`config.mk`:
```
export PLATFORM = sky130hd
export DESIGN_NAME = vend_ctrl
export DESIGN_NICKNAME = d
export VERILOG_FILES = /design/src/rtl/vend_pkg.sv /design/src/rtl/vend_change_gen.sv /design/src/rtl/vend_ctrl.sv
export SDC_FILE = /design/constraint.sdc
export NUM_CORES = 1
export LEC_CHECK = 0
export ABC_AREA = 1
export CORE_MARGIN = 2
export CORE_UTILIZATION = 26
export CTS_BUF_LIST = sky130_fd_sc_hd__clkbuf_16
export CTS_CLUSTER_SIZE = 24
export DETAILED_ROUTE_END_ITERATION = 8
export PLACE_DENSITY = 0.52
export SLEW_MARGIN = 5
export SYNTH_ARGS = -nofsm -noshare
export SYNTH_HDL_FRONTEND = slang
export SYNTH_HIERARCHICAL = 1
export SYNTH_SLANG_ARGS = --single-unit
```
`constraint.sdc`:
```
create_clock -name clk -period 4.5 [get_ports clk]
set_clock_uncertainty 0.2 [all_clocks]
set_input_delay 0.9 -clock clk [delete_from_list [all_inputs] [get_ports clk]]
set_output_delay 0.9 -clock clk [all_outputs]
set_load 0.05 [all_outputs]
```
`src/rtl/vend_pkg.sv`:
```
// vend_pkg: shared types and constants for the vending coin-path controller.
//   state_t      controller states
//   COIN_*       2-bit coin acceptor codes
//   VAL_*        coin values in cents
//   coin_value() maps a coin code to its value; cancel and none are worth 0
package vend_pkg;

   typedef enum logic [1:0] {
      IDLE     = 2'd0,
      COLLECT  = 2'd1,
      DISPENSE = 2'd2,
      CHANGE   = 2'd3
   } state_t;

   localparam logic [1:0] COIN_NONE   = 2'b00;
   localparam logic [1:0] COIN_NICKEL = 2'b01;
   localparam logic [1:0] COIN_DIME   = 2'b10;
   localparam logic [1:0] COIN_CANCEL = 2'b11;

   localparam int VAL_NICKEL = 5;
   localparam int VAL_DIME   = 10;

   function automatic int coin_value(input logic [1:0] code);
      int val;
      case (code)
         COIN_NICKEL: val = VAL_NICKEL;
         COIN_DIME:   val = VAL_DIME;
         COIN_NONE:   val = 0;
         default:     val = 0;
      endcase
      return val;
   endfunction

endpackage

```
`src/rtl/vend_change_gen.sv`:
```
// vend_change_gen: greedy change payout, one coin per cycle.
// Fed the amount still owed each cycle; while step is high it issues a
// registered dime pulse if 10 or more is owed, otherwise a nickel pulse if
// 5 is owed, and reports the amount remaining after that coin.
//   clk, rstn    clock, async active-low reset
//   step         payout active this cycle
//   amount       amount currently owed (cents)
//   amount_next  amount owed after this cycle's coin
//   done         nothing left to pay
//   dime/nickel  1-cycle eject pulses
module vend_change_gen
   import vend_pkg::*;
#(
   parameter int CREDIT_W = 6
) (
   input  logic                clk,
   input  logic                rstn,
   input  logic                step,
   input  logic [CREDIT_W-1:0] amount,
   output logic [CREDIT_W-1:0] amount_next,
   output logic                done,
   output logic                dime,
   output logic                nickel
);

   localparam logic [CREDIT_W-1:0] DIME_C   = CREDIT_W'(VAL_DIME);
   localparam logic [CREDIT_W-1:0] NICKEL_C = CREDIT_W'(VAL_NICKEL);

   logic pick_dime;
   logic pick_nickel;

   always_comb begin
      pick_dime   = 1'b0;
      pick_nickel = 1'b0;
      amount_next = amount;
      if (amount >= DIME_C) begin
         pick_dime   = 1'b1;
         amount_next = amount - DIME_C;
      end else if (amount >= NICKEL_C) begin
         pick_nickel = 1'b1;
         amount_next = amount - NICKEL_C;
      end
   end

   assign done = (amount == '0);

   always_ff @(posedge clk or negedge rstn) begin
      if (!rstn) begin
         dime   <= 1'b0;
         nickel <= 1'b0;
      end else begin
         dime   <= step & pick_dime;
         nickel <= step & pick_nickel;
      end
   end

endmodule

```
`src/rtl/vend_ctrl.sv`:
```
// vend_ctrl: vending machine coin-path controller.
// Accumulates credit from the coin acceptor, starts a dispense when an item
// is requested with enough credit, handshakes with the dispenser, then pays
// back remaining credit one coin per cycle. All outputs are registered.
// Optional macro VEND_TIMEOUT_EN adds a dispenser ack timeout with a fault
// pulse and full refund; without it DISPENSE waits indefinitely.
//   clk, rstn    clock, async active-low reset
//   coin         acceptor code: 00 none, 01 nickel, 10 dime, 11 cancel
//   sel          item request (level)
//   disp_ack     dispenser done
//   disp_req     dispense request, held until disp_ack
//   chg_nickel   eject one nickel (pulse)
//   chg_dime     eject one dime (pulse)
//   coin_reject  inserted coin refused (pulse)
//   credit       current credit in cents
//   busy         dispensing or paying change
//   fault        ack timeout (pulse, VEND_TIMEOUT_EN only)
//
// state    | meaning
// ---------+--------------------------------------------
// IDLE     | no credit
// COLLECT  | credit > 0, accepting coins / sel / cancel
// DISPENSE | disp_req high, waiting for disp_ack
// CHANGE   | paying back credit, one coin per cycle
module vend_ctrl
   import vend_pkg::*;
#(
   parameter int PRICE       = 15,
   parameter int MAX_CREDIT  = 40,
   parameter int CREDIT_W    = 6,
   parameter int ACK_TIMEOUT = 255
) (
   input  logic                clk,
   input  logic                rstn,
   input  logic [1:0]          coin,
   input  logic                sel,
   input  logic                disp_ack,
   output logic                disp_req,
   output logic                chg_nickel,
   output logic                chg_dime,
   output logic                coin_reject,
   output logic [CREDIT_W-1:0] credit,
`ifdef VEND_TIMEOUT_EN
   output logic                fault,
`endif
   output logic                busy
);

   localparam logic [CREDIT_W-1:0] PRICE_C = CREDIT_W'(PRICE);
   localparam logic [CREDIT_W:0]   MAX_C   = (CREDIT_W+1)'(MAX_CREDIT);

   if ((PRICE % 5) != 0 || (MAX_CREDIT % 5) != 0 || PRICE > MAX_CREDIT ||
       MAX_CREDIT >= (1 << CREDIT_W) || ACK_TIMEOUT < 1) begin : g_param_check
      $error("vend_ctrl: inconsistent PRICE/MAX_CREDIT/CREDIT_W/ACK_TIMEOUT");
   end

   state_t              state, state_n;
   logic [CREDIT_W-1:0] credit_n;
   logic                disp_req_n;
   logic                reject_n;
   logic                fault_n;
   logic [CREDIT_W-1:0] coin_val;
   logic [CREDIT_W:0]   coin_sum;
   logic                is_coin;
   logic [CREDIT_W-1:0] chg_amount_next;
   logic                chg_done;
   logic                tmr_expired;

   assign coin_val = CREDIT_W'(coin_value(coin));
   assign is_coin  = (coin == COIN_NICKEL) || (coin == COIN_DIME);
   // One extra bit so an over-ceiling coin cannot wrap before the compare.
   assign coin_sum = {1'b0, credit} + {1'b0, coin_val};

`ifdef VEND_TIMEOUT_EN
   localparam int TMR_W = $clog2(ACK_TIMEOUT + 1);
   localparam logic [TMR_W-1:0] TMR_LOAD = TMR_W'(ACK_TIMEOUT - 1);

   // Down-counter loaded on DISPENSE entry; terminal count 0 marks the last
   // cycle in which disp_ack can still arrive.
   logic [TMR_W-1:0] tmr;

   always_ff @(posedge clk or negedge rstn) begin
      if (!rstn) begin
         tmr <= '0;
      end else if (state != DISPENSE) begin
         tmr <= TMR_LOAD;
      end else if (tmr != '0) begin
         tmr <= tmr - 1'b1;
      end
   end

   assign tmr_expired = (tmr == '0);
`else
   assign tmr_expired = 1'b0;
`endif

   vend_change_gen #(
      .CREDIT_W (CREDIT_W)
   ) u_change_gen (
      .clk         (clk),
      .rstn        (rstn),
      .step        (state == CHANGE),
      .amount      (credit),
      .amount_next (chg_amount_next),
      .done        (chg_done),
      .dime        (chg_dime),
      .nickel      (chg_nickel)
   );

   always_comb begin
      state_n    = state;
      credit_n   = credit;
      disp_req_n = disp_req;
      reject_n   = 1'b0;
      fault_n    = 1'b0;
      case (state)
         IDLE, COLLECT: begin
            if (state == COLLECT && coin == COIN_CANCEL) begin
               state_n = CHANGE;
            end else if (sel && credit >= PRICE_C) begin
               // A coin arriving with a valid request loses to the request.
               credit_n   = credit - PRICE_C;
               state_n    = DISPENSE;
               disp_req_n = 1'b1;
               reject_n   = is_coin;
            end else if (is_coin) begin
               if (coin_sum <= MAX_C) begin
                  credit_n = coin_sum[CREDIT_W-1:0];
                  state_n  = COLLECT;
               end else begin
                  reject_n = 1'b1;
               end
            end
         end
         DISPENSE: begin
            reject_n = is_coin;
            if (disp_ack) begin
               disp_req_n = 1'b0;
               state_n    = (credit != '0) ? CHANGE : IDLE;
            end else if (tmr_expired) begin
               disp_req_n = 1'b0;
               fault_n    = 1'b1;
               credit_n   = credit + PRICE_C;
               state_n    = CHANGE;
            end
         end
         CHANGE: begin
            reject_n = is_coin;
            if (chg_done) begin
               state_n = IDLE;
            end else begin
               credit_n = chg_amount_next;
            end
         end
         default: begin
            state_n    = IDLE;
            credit_n   = '0;
            disp_req_n = 1'b0;
         end
      endcase
   end

   always_ff @(posedge clk or negedge rstn) begin
      if (!rstn) begin
         state       <= IDLE;
         credit      <= '0;
         disp_req    <= 1'b0;
         coin_reject <= 1'b0;
         busy        <= 1'b0;
      end else begin
         state       <= state_n;
         credit      <= credit_n;
         disp_req    <= disp_req_n;
         coin_reject <= reject_n;
         busy        <= (state_n == DISPENSE) || (state_n == CHANGE);
      end
   end

`ifdef VEND_TIMEOUT_EN
   always_ff @(posedge clk or negedge rstn) begin
      if (!rstn) begin
         fault <= 1'b0;
      end else begin
         fault <= fault_n;
      end
   end
`else
   logic unused_fault;
   assign unused_fault = fault_n;
`endif

endmodule

```
# Word-level counts from Yosys, hierarchy flattened
# Index checks and enable logic that the tools add are counted.
dict set report classes {
  addsub 4
  order_cmp 4
  n_eq_ne 15
  mux 29
  bitwise 3
  n_reduce_logical 12
}
# cell count
set ops {}
lappend ops {{$mux 6} 7}
lappend ops {{$mux 2} 7}
lappend ops {{$eq 2x2->1 const B} 6}
lappend ops {{$ge 6x4->1 const B} 2}
lappend ops {{$pmux 6 s2} 1}
lappend ops {{$sub 6x4->6 const B} 2}
lappend ops {{$mux 1} 10}
lappend ops {{$ne 3x3->1 const B} 3}
lappend ops {{$ne 2x2->1 const B} 4}
lappend ops {{$pmux 4 s2} 1}
lappend ops {{$add 6x6->7} 1}
lappend ops {{$le 7x6->1 const B} 1}
lappend ops {{$ge 6x3->1 const B} 1}
lappend ops {{$logic_not 6->1} 1}
lappend ops {{$pmux 2 s3} 1}
lappend ops {{$reduce_and 6->1} 1}
lappend ops {{$reduce_bool 6->1} 1}
lappend ops {{$sub 6x3->6 const B} 1}
lappend ops {{$eq 2x1->1 const B} 2}
lappend ops {{$pmux 1 s2} 2}
lappend ops {{$reduce_and 4->1} 1}
lappend ops {{$reduce_or 2->1} 2}
lappend ops {{$and 1x1->1} 2}
lappend ops {{$logic_and 1x1->1} 2}
lappend ops {{other kinds (4)} 5}
dict set report word_totals {
  register_bits 13
  out_inout_bits 11
  elab_cells 74
}

# Longest topological paths before layout
dict set report logic_depth {
  depth_word 11
  mapped_depth 19
  depth_no_buf 19
}

# Cells and area by module
# The synthesis kept the hierarchy.
# mod n_inst cells_each area_each_um2 seq_area_each_um2
set modules_own_cells {}
lappend modules_own_cells {vend_ctrl 1 171 1112.3 275.3}
lappend modules_own_cells {vend_change_gen 1 79 451.7 50.0}

# Worst setup path before layout
# Ideal clock, no wire load.
dict set report synth_path {
  kind {input to register}
  start {input coin[0]}
  end {register credit[3]}
  arrival_ps 2456
  t_required_ps 4179
  slack_ps 1723
  stages 18
  n_path_buf 0
  path_cell_list {inv_1 ha_1 inv_1 nand2_1 and2_1 ha_1 inv_1 nand2_1 nand3_1 nand3_1 nand2_1 nand2_1 nand2_2 nand3_4 nand2_4 nand2_4 nand2_1 nand2_1}
}
dict set report synth_via {
  elab_chain_len 8
  elab_cells_between_ends 17
  classes_between {1 x add/sub; 1 x order compare; 6 x eq/ne; 6 x mux; 3 x reduce/logical}
}
# item line
set synth_lines {}
lappend synth_lines {{start, declared} vend_ctrl.sv:35} ;# input logic [1:0] coin,
lappend synth_lines {{parallel branches: the longest is 8 deep, another holds $add 6x6->7} -}
lappend synth_lines {{end signal, assigned} vend_ctrl.sv:172} ;# credit <= credit_n;
lappend synth_lines {{end, declared} vend_ctrl.sv:42} ;# output logic [CREDIT_W-1:0] credit,
# Parallel ways; which one is timed is not known. The select of a mux whose other input is x is not followed.
# A chain may end at the register's enable or synchronous reset.

# Worst setup path after layout
# Same ends and word-level chain as after synthesis.

==> metrics.txt <==
WP data arrival=3190 ps; Max Freq=around 310 MHz; Post-DRT Antenna Nets=0; ys async rst share=1.00; area taken by flip-flops and latches=around 330 um^2; Std-Cell Rows=28; Critical path destination=credit[3]$_DFFE_PN0P_; CTS resizes=0; slowest CP cell=clkdlybuf4s50_1; vias per inst=4.62; post-DP HPWL=roughly 3100 um; Reg-to-Reg Start=credit[1]$_DFFE_PN0P_; r2r worst-path depth=17; share of total power in combinational logic=0.705; total power=approximately 0.0016 W; most frequent cells in the layout=nand2_1 (86), nand3_1 (31), inv_1 (28); Pint=roughly 0.00067 W; synthesized netlist cell count=250; final core occ=0.321; IO Port Bufs=16; DR WL/cell=approximately 11 um; number of I/O pins=17; max incr delay on CP=approximately 530 ps; register area share after synthesis=0.208; worst skew pair latency=~240 ps; global-route wire length before repair=approximately 7000 um; worst setup path start=coin[0]; clk sinks=13; Crit Path Class=in -> reg; #FFs+latches synth=13; CP cell instances=clkdlybuf4s50_1 -> inv_1 -> ha_1 -> inv_1 -> nand2_1 -> and2_1 -> ha_1 -> inv_1 -> nand2_1 -> nand3_1 -> nand3_1 -> nand2_1 -> nand2_1 -> nand2_2 -> nand3_4 -> nand2_4 -> nand2_4 -> nand2_1 -> nand2_1; Mapped Area=about 0.0016 mm^2; Final Max Slew Viols=0; Layout area overhead=20.1%; H-Tree Level Count=1; Synth cell types=29; fillcell total=~650; delay-heaviest family, CP=simple AND/OR/NAND/NOR gates; CP Capture Type=register; Worst EP required=~4400 ps; clk buf depth=2; r2r setup slk=2070 ps; height of the die=between 80 and 90 um; stages on the worst setup path=19; 1st-pass router iterations=4; CTS hold repair buffers=0; peak supply drop=a little under 0.0003 V; Yosys top cell by area=dfrtp_1; Buf+Inv Stages, Crit Path=4; TritonCTS buffer count=3; nets=a little under 300; MaxCap Viol Count=0; final hold viol count=0; grt total ovfl=0; FF-to-FF End=credit[3]$_DFFE_PN0P_; Post-synth EDFFs=0; Iter 0 DRT Violations=roughly 140; area occupied by multi-input gates=~0.0011 mm^2; setup TNS=0 ps; die width=roughly 82 um; gp weighted congestion=approximately 0.84; postcts setup bufs=0; Leak Pwr=slightly below 1 nW; YS warnings=6; RSZ-0062 raised after global routing=false; commonest non-fill, non-tap cell in the layout=nand2_1; Setup Viol. Count Final=0; Routed WL=~4000 um; sw frac=0.569; Starting Density=0.267; Syn Nets=roughly 270; Post-route DRC=0; Mapped Avg Cell Area=approximately 6.3 um^2; Die Area=around 0.0067 mm^2; NetSw=approximately 0.00089 W; ys flop type=dfrtp_1; largest net degree at the start of global routing=15; Slew headroom=0.627; CP Launch Type=input pin; via count=~1600; ant diodes=0; sequential share of power=0.190; Clk pwr share=0.105; Critical Path Fanout Max=7; Worst-Margin Slew=roughly 560 ps; HP Class=reg -> reg; synth top area cells=dfrtp_1 (21%), nand2_1 (21%), ha_1 (12%), nand3_1 (9.9%), inv_1 (6.5%); Core Area=approximately 0.0059 mm^2; root buf cell=clkbuf_16; vias in the first global route=around 1500; Critical Path Most Common Cell=nand2_1; CTS tree=done; status=completed; Total GRT Usage=0.132; Final period util=0.726; Clock transition at path regs=~40 ps; hold path start=disp_req$_DFFE_PN0P_; crit path time final=around 3300 ps; share of cells above drive strength 1=0.116; post-synth top area share=0.208; initial antenna violation count=0; pwr dens=828 mW/mm^2
sequential cells by signal (all words and copies together) (netlist names):
register and flops:
u_change_gen/nickel 1, disp_req 1, state 2, credit 6
busy 1, u_change_gen/dime 1, coin_reject 1
layer usage:
metal,GRT usage,vias up,routed length (um)
li1,-,822,-
met1,0.178,720,1880
met5,0,-,0
met2,0.227,37,1800
met4,0.0322,0,31
met3,0.0121,4,219
cell type report:
| type | instances | share of cell area |
|---|---|---|
| multi-input combinational | 196 | 0.570 |
| sequential | 13 | 0.173 |
| timing repair buffer | 16 | 0.0853 |
| inverter | 39 | 0.0793 |
| tap | 75 | 0.0500 |
| clock buffer | 3 | 0.0400 |
| clock inverter | 1 | 0.00200 |
worst register-to-register path: stages, from the launching register on:
cell	delay, ps
dfrtp_1	610
inv_1	130
nand2_1	100
and2_1	130
ha_1	140
inv_1	40
nand2_1	90
nand3_1	110
nand2_1	90
nand2_1	70
nand2_1	90
nand2_1	60
nand2_2	90
nand3_4	80
nand2_4	110
nand2_4	80
nand2_1	60
nand2_1	50
worst min path at each step:
stage / endpoint / slack [ps] / cells after the start
5_1_grt: disp_req$_DFFE_PN0P_ / 360 / 2
4_1_cts: disp_req$_DFFE_PN0P_ / 330 / 2
3_3_place_gp: disp_req$_DFFE_PN0P_ / 320 / 2
3_5_place_dp: disp_req$_DFFE_PN0P_ / 330 / 2
6_report: disp_req$_DFFE_PN0P_ / 330 / 2
2_1_floorplan: busy$_DFF_PN0_ / 400 / 0
cells by family after synthesis:
group	Yosys count	share of synthesized area
xor+xnor	4	0.0224
flops	13	0.208
buf+inv	41	0.107
simple gates	153	0.455
fa+ha+maj	15	0.120
compound gates	24	0.0872
metrics by stage:
stage / hold slack (ps) / cells / cell area [um^2] / setup slack [ps]
after floorplan: 398 / 250 / 1560 / 1720
after global placement: 321 / 339 / 1800 / 1020
after detailed placement: 325 / 339 / 1800 / 969
after CTS: 332 / 343 / 1880 / 1210
after global routing: 362 / 343 / 1880 / 932
final: 329 / 343 / 1880 / 1230
power by group through the flow:
stage | combinational, W | clock, W | sequential, W
6_report | 0.00110 | 0.000163 | 0.000296
2_1_floorplan | 0.000740 | 0 | 0.000391
5_1_grt | 0.00126 | 0.000172 | 0.000313
3_5_place_dp | 0.00110 | 0 | 0.000301
3_3_place_gp | 0.00110 | 0 | 0.000304
4_1_cts | 0.00110 | 0.000166 | 0.000302
Yosys cell counts (2+ instances only):
master,n
nand2_1,86
nand3_1,31
inv_1,27
nor2_1,16
ha_1,15
dfrtp_1,13
a21oi_1,10
inv_2,9
o21ai_0,9
nand2_2,8
nand2_4,3
xor2_1,3
a221oi_1,2
clkinv_1,2
nor2_4,2
Power figures use the tool's default switching activity.
